==> config.mk <==
export PLATFORM = sky130hd
export DESIGN_NAME = xor_parity_rx
export DESIGN_NICKNAME = d
export VERILOG_FILES = /design/src/rtl/xor_parity_pkg.sv /design/src/rtl/parity_accum.sv /design/src/rtl/xor_parity_rx.sv
export SDC_FILE = /design/constraint.sdc
export NUM_CORES = 1
export LEC_CHECK = 0
export CORE_MARGIN = 2
export CORE_UTILIZATION = 32
export CTS_BUF_LIST = sky130_fd_sc_hd__clkbuf_8
export CTS_CLUSTER_SIZE = 14
export DETAILED_ROUTE_END_ITERATION = 8
export DONT_BUFFER_PORTS = 1
export SYNTH_ARGS = -nofsm -noshare
export SYNTH_HDL_FRONTEND = slang
export SYNTH_HIERARCHICAL = 1
export SYNTH_SLANG_ARGS = --single-unit
==> constraint.sdc <==
create_clock -name clk -period 1.9 [get_ports clk]
set_input_delay 0.095 -clock clk [delete_from_list [all_inputs] [get_ports clk]]
set_output_delay 0.095 -clock clk [all_outputs]
set_load 0.05 [all_outputs]
==> src/rtl/xor_parity_pkg.sv <==
// Purpose: shared encodings for the XOR/XNOR parity receive and transmit path.
// Latency: n/a (types and constants only).
// Backpressure: n/a.
package xor_parity_pkg;

    // Receiver frame state; encodings are fixed so waveforms and other
    // blocks on the parity path can decode them directly.
    typedef enum logic [1:0] {
        ST_IDLE   = 2'd0,
        ST_DATA   = 2'd1,
        ST_PARITY = 2'd2,
        ST_STOP   = 2'd3
    } state_t;

    // Parity mode selection: the value is the required XOR of data + parity bit.
    localparam bit PAR_EVEN = 1'b0;
    localparam bit PAR_ODD  = 1'b1;

endpackage

==> src/rtl/parity_accum.sv <==
// Purpose: one-bit running XOR accumulator, shared by the parity receiver and transmitter.
// Latency: acc reflects clr/en/d one cycle after the sampling edge.
// Backpressure: none; en gates updates, acc holds when en=0.
//
// Ports:
//   clk - rising-edge clock
//   rst - synchronous active-high reset, clears acc
//   clr - synchronous clear (takes priority over en)
//   en  - fold d into the accumulator this cycle
//   d   - data bit to fold in
//   acc - running XOR of all bits folded in since the last clear
module parity_accum (
    input  logic clk,
    input  logic rst,
    input  logic clr,
    input  logic en,
    input  logic d,
    output logic acc
);

    always_ff @(posedge clk) begin
        if (rst) begin
            acc <= 1'b0;
        end else if (clr) begin
            acc <= 1'b0;
        end else if (en) begin
            acc <= acc ^ d;
        end
    end

endmodule

==> src/rtl/xor_parity_rx.sv <==
// Purpose: serial start/data/parity/stop receiver with XOR parity and stop-bit checking.
// Latency: data_valid pulses the cycle after the edge that samples the stop-bit strobe.
// Backpressure: none; the bit source paces the frame via bit_valid, gaps simply hold state.
//
// Ports:
//   clk        - rising-edge clock
//   rst        - synchronous active-high reset, discards any partial frame
//   bit_valid  - qualifies bit_in for this cycle only
//   bit_in     - serial line value, idles high
//   data_out   - last reported word, first received bit at bit 0
//   data_valid - one-cycle pulse per completed frame
//   parity_err - parity mismatch for the reported frame
//   frame_err  - stop bit was 0 for the reported frame
//   busy       - a frame is in progress (start accepted, not yet reported)
module xor_parity_rx
    import xor_parity_pkg::*;
#(
    parameter int unsigned DATA_W     = 8,
    parameter bit          ODD_PARITY = PAR_EVEN
) (
    input  logic              clk,
    input  logic              rst,
    input  logic              bit_valid,
    input  logic              bit_in,
    output logic [DATA_W-1:0] data_out,
    output logic              data_valid,
    output logic              parity_err,
    output logic              frame_err,
    output logic              busy
);

    // Counter only needs to reach DATA_W, so it never wraps inside a frame.
    localparam int unsigned CNT_W = $clog2(DATA_W + 1);

    state_t            state;
    state_t            state_nxt;
    logic [CNT_W-1:0]  bit_cnt;
    logic [DATA_W-1:0] shift_q;
    logic [DATA_W-1:0] shift_nxt;
    logic              perr_q;
    logic              acc;
    logic              acc_clr;
    logic              acc_en;
    logic              last_data;

    assign last_data = (bit_cnt == CNT_W'(DATA_W - 1));
    assign busy      = (state != ST_IDLE);

    // Right shift: new bits enter at the MSB, so after DATA_W strobes the
    // first bit on the line sits at bit 0. A 1-bit word is just the bit.
    generate
        if (DATA_W == 1) begin : g_shift_one
            assign shift_nxt = bit_in;
        end else begin : g_shift_wide
            assign shift_nxt = {bit_in, shift_q[DATA_W-1:1]};
        end
    endgenerate

    parity_accum u_accum (
        .clk (clk),
        .rst (rst),
        .clr (acc_clr),
        .en  (acc_en),
        .d   (bit_in),
        .acc (acc)
    );

    always_ff @(posedge clk) begin
        if (rst) begin
            state <= ST_IDLE;
        end else begin
            state <= state_nxt;
        end
    end

    always_comb begin
        state_nxt = state;
        acc_clr   = 1'b0;
        acc_en    = 1'b0;
        case (state)
            ST_IDLE: begin
                // A high strobe in idle is line idle, not a start bit.
                if (bit_valid && !bit_in) begin
                    state_nxt = ST_DATA;
                    acc_clr   = 1'b1;
                end
            end
            ST_DATA: begin
                if (bit_valid) begin
                    acc_en = 1'b1;
                    if (last_data) begin
                        state_nxt = ST_PARITY;
                    end
                end
            end
            ST_PARITY: begin
                if (bit_valid) begin
                    state_nxt = ST_STOP;
                end
            end
            ST_STOP: begin
                // Always back to idle, even on a 0 stop bit: a bad stop bit is
                // never taken as the next start bit.
                if (bit_valid) begin
                    state_nxt = ST_IDLE;
                end
            end
            default: state_nxt = ST_IDLE;
        endcase
    end

    // Bit counter and shift register.
    always_ff @(posedge clk) begin
        if (rst) begin
            bit_cnt <= '0;
            shift_q <= '0;
        end else if (bit_valid) begin
            if (state == ST_IDLE) begin
                bit_cnt <= '0;
            end else if (state == ST_DATA) begin
                bit_cnt <= bit_cnt + CNT_W'(1);
                shift_q <= shift_nxt;
            end
        end
    end

    // Parity verdict is captured on the parity strobe and only published
    // with the stop bit, so outputs change once per frame.
    always_ff @(posedge clk) begin
        if (rst) begin
            perr_q <= 1'b0;
        end else if (bit_valid && state == ST_PARITY) begin
            perr_q <= acc ^ bit_in ^ ODD_PARITY;
        end
    end

    always_ff @(posedge clk) begin
        if (rst) begin
            data_out   <= '0;
            data_valid <= 1'b0;
            parity_err <= 1'b0;
            frame_err  <= 1'b0;
        end else begin
            data_valid <= 1'b0;
            if (bit_valid && state == ST_STOP) begin
                data_out   <= shift_q;
                parity_err <= perr_q;
                frame_err  <= ~bit_in;
                data_valid <= 1'b1;
            end
        end
    end

endmodule
# After elaboration in Yosys (flattened, before gate mapping)

Cells that the tools add are included.

Output and inout port bits: 12
Logic and storage cells: 46
Register bits: 27
Bits of input ports: 4

Equality and inequality tests: 9
Reductions and logical operators: 11
Add/subtract/negate cells: 1
Bitwise logic cells: 3
Multiplexer cells: 13

Operator list:

| operator              | number |
|---|---|
| $mux W2               | 5 |
| $ne A2 B2 Y1 const B  | 5 |
| $mux W4               | 2 |
| $pmux W2 S4           | 1 |
| $mux W1               | 5 |
| $reduce_and A5 Y1     | 1 |
| $add A4 B1 Y4 const B | 1 |
| $eq A2 B2 Y1 const B  | 2 |
| $eq A4 B3 Y1 const B  | 1 |
| $reduce_bool A2 Y1    | 2 |
| $logic_and A1 B1 Y1   | 3 |
| $reduce_and A3 Y1     | 1 |
| $eq A2 B1 Y1 const B  | 1 |
| $logic_not A2 Y1      | 1 |
| $not A1 Y1            | 2 |
| $reduce_and A2 Y1     | 1 |
| $reduce_or A2 Y1      | 1 |
| $logic_not A1 Y1      | 1 |
| $xor A1 B1 Y1         | 1 |

# Longest topological paths before layout

Gate-level depths: netlist of the first run.

Depth in word-level cells: 5
Mapped depth: 7
Gate-level depth less buffers: 5

# Modules after synthesis

The synthesis of the first run kept the hierarchy.

By module, submodules not included:

| module        | area an instance (um^2) | cells each | instances | sequential area each (um^2) |
|---|---|---|---|---|
| xor_parity_rx | 1108.6                  | 130        | 1         | 520.5 |
| parity_accum  | 50.0                    | 4          | 1         | 20.0 |

# Worst setup path after synthesis of the first run

No wires, ideal clock.

Kind: register -> register
Start: register state[0]
End: register state[0]
Path buffers: 0
Path slack: 0.469 ns
Required time: 1.828 ns
Clock period less this slack: 1.431 ns
Setup time: 0.072 ns
Cell stages (with the launch flop): 6
Arrival: 1.359 ns
Cells stage by stage: dfxtp_1 > inv_1 > ha_1 > nor4_2 > a2bb2oi_2 > mux2i_1

Longest elaborated chain between the ends: 3
Elaborated cells between the ends (all ways): 11
Those cells by class: eq/ne: 8; mux: 1; reduce/logical: 2

RTL lines:

| item                                       | RTL line            | source |
|---|---|---|
| start: declaration                         | xor_parity_rx.sv:35 | `state_t state;` |
| start signal: assignment                   | xor_parity_rx.sv:72 | `state <= state_nxt;` |
| $eq A2 B1 Y1, or another cell as far along | xor_parity_rx.sv:80 | `case (state)` |
| $ne A2 B2 Y1 (no source line)              | n/a                 |  |
| $reduce_and A5 Y1 (no source line)         | n/a                 |  |

Several ways; a longest one is shown, not always the timed one.
A chain may end at the register's enable or synchronous reset.

# Worst setup path in the final report of the first run

Start: register state[1]
End: register state[0]

The elaborated chain is that of the path after synthesis.

==> flow_summary.yaml, run 1 <==
synth:
  avgSynthCellArea_um2: 8.65
  synth-main-ff-cell: "dfxtp_1"
  synth_area_mm2: 0.00116
  syn_inst: 134
  synth_area_leaders: "dfxtp_1, nand2_1, a21oi_1"
  synth.yosys.warnings: 6
  ys_types: 30
  yosysTopAreaCellShare_pct: 46.7
  synth_top_cell_by_area: "dfxtp_1"
  synth_most_common_cell: "nand2_1"
  seq_area_frac_synth_pct: 46.7
  syn_nets: 144
  async_flop_share_pct: 0
  yosys-top-cells-count: "nand2_1, dfxtp_1, a21oi_1"
  ys_seq_elements: 27
  synth_edf_count: 0
floorplan:
  dieWidth_um: 64.2
  coreArea_mm2: 0.00342
  die-area_mm2: 0.00412
  ioPinCount: 16
  initial_utilization_pct: 33.9
  die_height_um: 64.2
  rows: 21
timing:
  fin_crit_ns: 1.64
  worst_hold_slack_ns: 0.0102
  tightest_slew_ns: 0.965
  rsz0062_at_grt: "no"
  fin_setup_tns_ns: 0
  setup_viol: 0
  fin_ws_ns: 0.256
  slew_headroom_pct: 35.4
  min_period_over_period_pct: 86.5
  clock_skew_ns: 0.00269
  fmax_mhz: 608
  finalHoldViolCount: 0
  drv_slew: 0
cts:
  cts.sinks: 27
  clkSlewWorstSetupHoldPaths_ns: 0.09
  cts_buffers: 3
  cts.htree.levels: 1
  root_buffer: "clkbuf_8"
  cts_tree: "done"
  cts_buffer_depth: 2
  postCtsSetupRepairBufs: 0
  insertion_delay_ns: 0.27
drt:
  wl_per_cell_um: 11.9
  route.detailed.drc: 0
  ant_nets: 0
  num_vias: 881
  drt_iter0_drc: 33
  dr.pass1.iters: 4
  routed_wirelength_um: 2190
  routed_via_density: 4.76
pwr:
  p_int_uw: 895
  power.switching_uw: 443
  clkPwrFrac_pct: 24.3
  irDropWorstVdd_mv: 0.313
  p_per_area_mw_per_mm2: 1030
  pwr-share-seq_pct: 46.5
  power_uw: 1340
  switching_share_pct: 33.1
  combPwrFrac_pct: 29.2
  leakagePower_uw: 0.000446
placed_design:
  place_hpwl_um: 1480
  dpl_worst_slack_ns: 0.324
  placed_area_mm2: 0.00120
  port_buffers: 0
  place.gp.congestion: 0.814
setup_path:
  cpMaxStageDelayCell: "dfxtp_1"
  max_stage_delay_ns: 0.41
  timing.rr.end: "state[0]$_SDFFE_PP0P_"
  crit_type: "flop to flop"
  reg2reg_depth: 5
  crit_chain: "inv_1, ha_1, nor4_2, a2bb2oi_2, mux2i_1"
  critPathLaunchType: "flop"
  r2r_start: "state[1]$_SDFFE_PP0P_"
  crit_path_end_kind: "flop"
  critical_path_required_ns: 2.11
  r2r_slack_ns: 0.26
  critPathMaxFanout: 9
  cp.arrival_ns: 1.86
min_path:
  hold_path.class: "input pin to flop"
  hp-start: "rst"
  whs_path_depth: 2
  min_to: "state[0]$_SDFFE_PP0P_"
global_routing:
  grt_pass1_vias: 811
  overflow: 0
  grt_pass1_wl_um: 3580
  grt_max_degree: 27
  antenna_found_initial: 0
  track_usage_pct: 11.0
final_layout:
  nNetsFinal: 150
  syn_to_final_growth_pct: 12.1
  seq_area_um2: 541
  diodes: 0
  layout-drive-gt1-share_pct: 7.91
  multi_input_area_um2: 567
  design_area_mm2: 0.00130
  fillers: 357
flow_run:
  drv_cap: 0
status:
  status: "finished, final reports clean"
[worst max path at each step]
stage                                   end  slack [ns]                  start  cells past startpoint
global placement    bit_cnt[2]$_SDFFE_PP0P_        0.41  state[0]$_SDFFE_PP0P_                      5
global route        bit_cnt[2]$_SDFFE_PP0P_        0.12  state[1]$_SDFFE_PP0P_                      5
finish                state[0]$_SDFFE_PP0P_        0.26  state[1]$_SDFFE_PP0P_                      5
floorplan             state[0]$_SDFFE_PP0P_        0.47  state[0]$_SDFFE_PP0P_                      5
detailed placement    state[0]$_SDFFE_PP0P_        0.32  state[0]$_SDFFE_PP0P_                      5
CTS                   state[1]$_SDFFE_PP0P_        0.31  state[0]$_SDFFE_PP0P_                      5
[cell type report]
| cell class | instances | share of cell area [%] |
|---|---|---|
| repair buffers | 8 | 5.59 |
| well taps | 46 | 4.43 |
| flip-flops and latches | 27 | 41.6 |
| multi-input cells | 96 | 43.6 |
| clock buffers | 3 | 3.18 |
| inverters | 4 | 1.16 |
| clock inverters | 1 | 0.385 |
[worst max-delay path: cells and delay by family (launching register included)]
kind	cells	cell delay [ns]
mux	1	0.19
simple gates	1	0.34
compound gates	1	0.25
flops	1	0.41
fa+ha+maj	1	0.29
buf+inv	1	0.11
[layout by cell type, fill, tap and decap left out, types with 2 or more instances in the layout]
| cell | count |
|---|---|
| a21oi_1 | 21 |
| nor2_1 | 4 |
| and2_1 | 2 |
| clkbuf_8 | 3 |
| mux2i_1 | 3 |
| dlygate4sd3_1 | 5 |
| ha_1 | 6 |
| inv_1 | 3 |
| nand3b_1 | 4 |
| nand2b_1 | 3 |
| dfxtp_1 | 27 |
| o21ai_0 | 3 |
| buf_4 | 3 |
| nand2_1 | 35 |
[metrics by stage]
stage | std cells | utilization, %
floorplan | 134 | -
global placement | 176 | 35.2
detailed placement | 176 | 35.2
CTS | 184 | 37.7
global route | 185 | 38.0
finish | 185 | 38.0
[registers in the layout, summed over array words and instances (netlist names)]
signal / flops
u_accum/acc: 1
state: 2
shift_q: 8
perr_q: 1
bit_cnt: 4
parity_err: 1
data_valid: 1
frame_err: 1
data_out: 8
[cell families after synthesis]
group | share of synthesized area, %
buf+inv | 4.43
xor+xnor | 0.756
flops | 46.7
mux | 2.59
simple gates | 21.4
compound gates | 17.7
fa+ha+maj | 6.48
[repair_timing]
action,in CTS,in global routing
endpoints found under the setup margin,0,0
hold buffers,4,1
endpoints found under the hold margin,26,1
resized for setup,0,0
[power by group through the flow]
stage | clock network (µW) | registers [µW] | logic [µW]
floorplan | 0 | 632 | 314
detailed placement | 0 | 634 | 366
finish | 325 | 622 | 390
CTS | 337 | 621 | 382
global placement | 0 | 630 | 351
global route | 358 | 627 | 427
[routing by layer]
metal / vias up / share of wire, % / global-route usage [%]
li1: 460 / - / -
met1: 401 / 47 / 13.2
met2: 13 / 48 / 17.8
met3: 7 / 3.2 / 2.99
met4: 0 / 2.6 / 6.12
met5: - / 0 / 0
Note: power is estimated with default switching activity, not from simulation.
==> run 2: changes to the inputs <==
--- a/config.mk
+++ b/config.mk
@@ -11,6 +11,7 @@
 export CTS_CLUSTER_SIZE = 14
 export DETAILED_ROUTE_END_ITERATION = 8
 export DONT_BUFFER_PORTS = 1
+export RECOVER_POWER = 100
 export SYNTH_ARGS = -nofsm -noshare
 export SYNTH_HDL_FRONTEND = slang
 export SYNTH_HIERARCHICAL = 1
==> run 2 against run 1 <==
Clock-buffer cell count unchanged. Design area decreased by 1.3%. Clock power about the same.
==> flow_summary.yaml, run 2 (synthesis results as in run 1) <==
timing:
  slew_headroom_pct: 35.4
  finalHoldViolCount: 0
  min_period_over_period_pct: 90.9
  tightest_slew_ns: 0.965
  drv_slew: 0
  fin_setup_tns_ns: 0
  fmax_mhz: 579
  rsz0062_at_grt: "no"
  fin_crit_ns: 1.73
  worst_hold_slack_ns: 0.00837
  clock_skew_ns: 0.00430
  setup_viol: 0
drt:
  routed_wirelength_um: 2210
  routed_via_density: 4.82
  wl_per_cell_um: 12.0
  route.detailed.drc: 0
  drt_iter0_drc: 40
  num_vias: 891
  dr.pass1.iters: 4
  ant_nets: 0
floorplan:
  die-area_mm2: 0.00412
  ioPinCount: 16
  initial_utilization_pct: 33.9
  die_height_um: 64.2
  coreArea_mm2: 0.00342
  rows: 21
  dieWidth_um: 64.2
global_routing:
  grt_pass1_wl_um: 3580
  track_usage_pct: 11.0
  overflow: 0
  grt_pass1_vias: 811
  antenna_found_initial: 0
  grt_max_degree: 27
setup_path:
  max_stage_delay_ns: 0.42
  critical_path_required_ns: 2.11
  cpMaxStageDelayCell: "nor4_1"
  crit_path_end_kind: "flop"
  cp.arrival_ns: 1.94
  critPathLaunchType: "flop"
  crit_type: "flop to flop"
  crit_chain: "inv_1, ha_1, nor4_1, a2bb2oi_2, mux2i_1"
  critPathMaxFanout: 9
pwr:
  leakagePower_uw: 0.000434
  p_per_area_mw_per_mm2: 1030
  irDropWorstVdd_mv: 0.316
final_layout:
  reg_top3: "data_out x8, shift_q x8, bit_cnt x4"
  nNetsFinal: 150
  seq_area_um2: 541
  fillers: 361
  layout_common_cells: "nand2_1, dfxtp_1, a21oi_1"
  diodes: 0
  layout-drive-gt1-share_pct: 5.76
  final_common_cell: "nand2_1"
  multi_input_area_um2: 561
  syn_to_final_growth_pct: 10.7
placed_design:
  place_hpwl_um: 1480
  port_buffers: 0
  place.gp.congestion: 0.814
flow_run:
  drv_cap: 0
cts:
  postCtsSetupRepairBufs: 0
  root_buffer: "clkbuf_8"
  clkSlewWorstSetupHoldPaths_ns: 0.09
  cts_buffers: 3
  ctsHoldBuffers: 4
  cts.sinks: 27
  insertion_delay_ns: 0.27
  cts_buffer_depth: 2
  cts_resized: 0
  cts_tree: "done"
  cts.htree.levels: 1
min_path:
  hold_path.class: "input pin to flop"
status:
  status: "finished, final reports clean"
## run 2: cell types whose count changed in the layout (fill, tap and decap cells not counted), sizes merged
| cell | previous run | this run |
|---|---|---|
| buf | 3 | 0 |
| clkbuf | 3 | 6 |
## run 2: final cells by class
class	instances	share of cell area, %
flip-flops and latches	27	42.1
repair buffers	8	4.88
multi-input cells	96	43.7
clock inverters	1	0.390
well taps	46	4.49
inverters	4	1.17
clock buffers	3	3.22
## run 2: final timing paths
path	start	endpoint	slack, ns	cells after the start
hold / removal	rst	state[0]$_SDFFE_PP0P_	0.008	2
setup reg to reg	state[0]$_SDFFE_PP0P_	state[0]$_SDFFE_PP0P_	0.17	5
hold reg to reg	perr_q$_SDFFE_PP0P_	parity_err$_SDFFE_PP0P_	0.46	2
setup / recovery	state[0]$_SDFFE_PP0P_	state[0]$_SDFFE_PP0P_	0.17	5
## run 2: layer usage
layer  GRT usage (%)  share of wire [%]  up-vias
met1            13.2                 47      407
met2            17.8                 47       16
met5               0                  0        -
li1                -                  -      461
met4            6.12                2.6        0
met3            2.99                3.2        7
## run 2: per-stage QoR
| step | utilization (%) | power, µW | worst slack, ns | area, µm² | cells |
|---|---|---|---|---|---|
| global route | 37.5 | 1390 | 0.0623 | 1280 | 185 |
| CTS | 37.7 | 1340 | 0.308 | 1290 | 184 |
| global placement | 35.2 | 981 | 0.405 | 1200 | 176 |
| detailed placement | 35.2 | 1000 | 0.324 | 1200 | 176 |
| floorplan | - | 946 | 0.469 | 1160 | 134 |
| finish | 37.5 | 1320 | 0.174 | 1280 | 185 |
## run 2: critical path: cells and delay by family, from the launching register on
family	cells	cell delay, ns
mux	1	0.19
fa+ha+maj	1	0.29
simple gates	1	0.42
buf+inv	1	0.10
compound gates	1	0.26
flops	1	0.40
## run 2: power breakdown
part	internal [µW]	switching, µW	leakage, µW
sequential	593	29.2	0.000218
clock	147	181	0.0000255
combinational	139	231	0.000190
total	880	441	0.000434
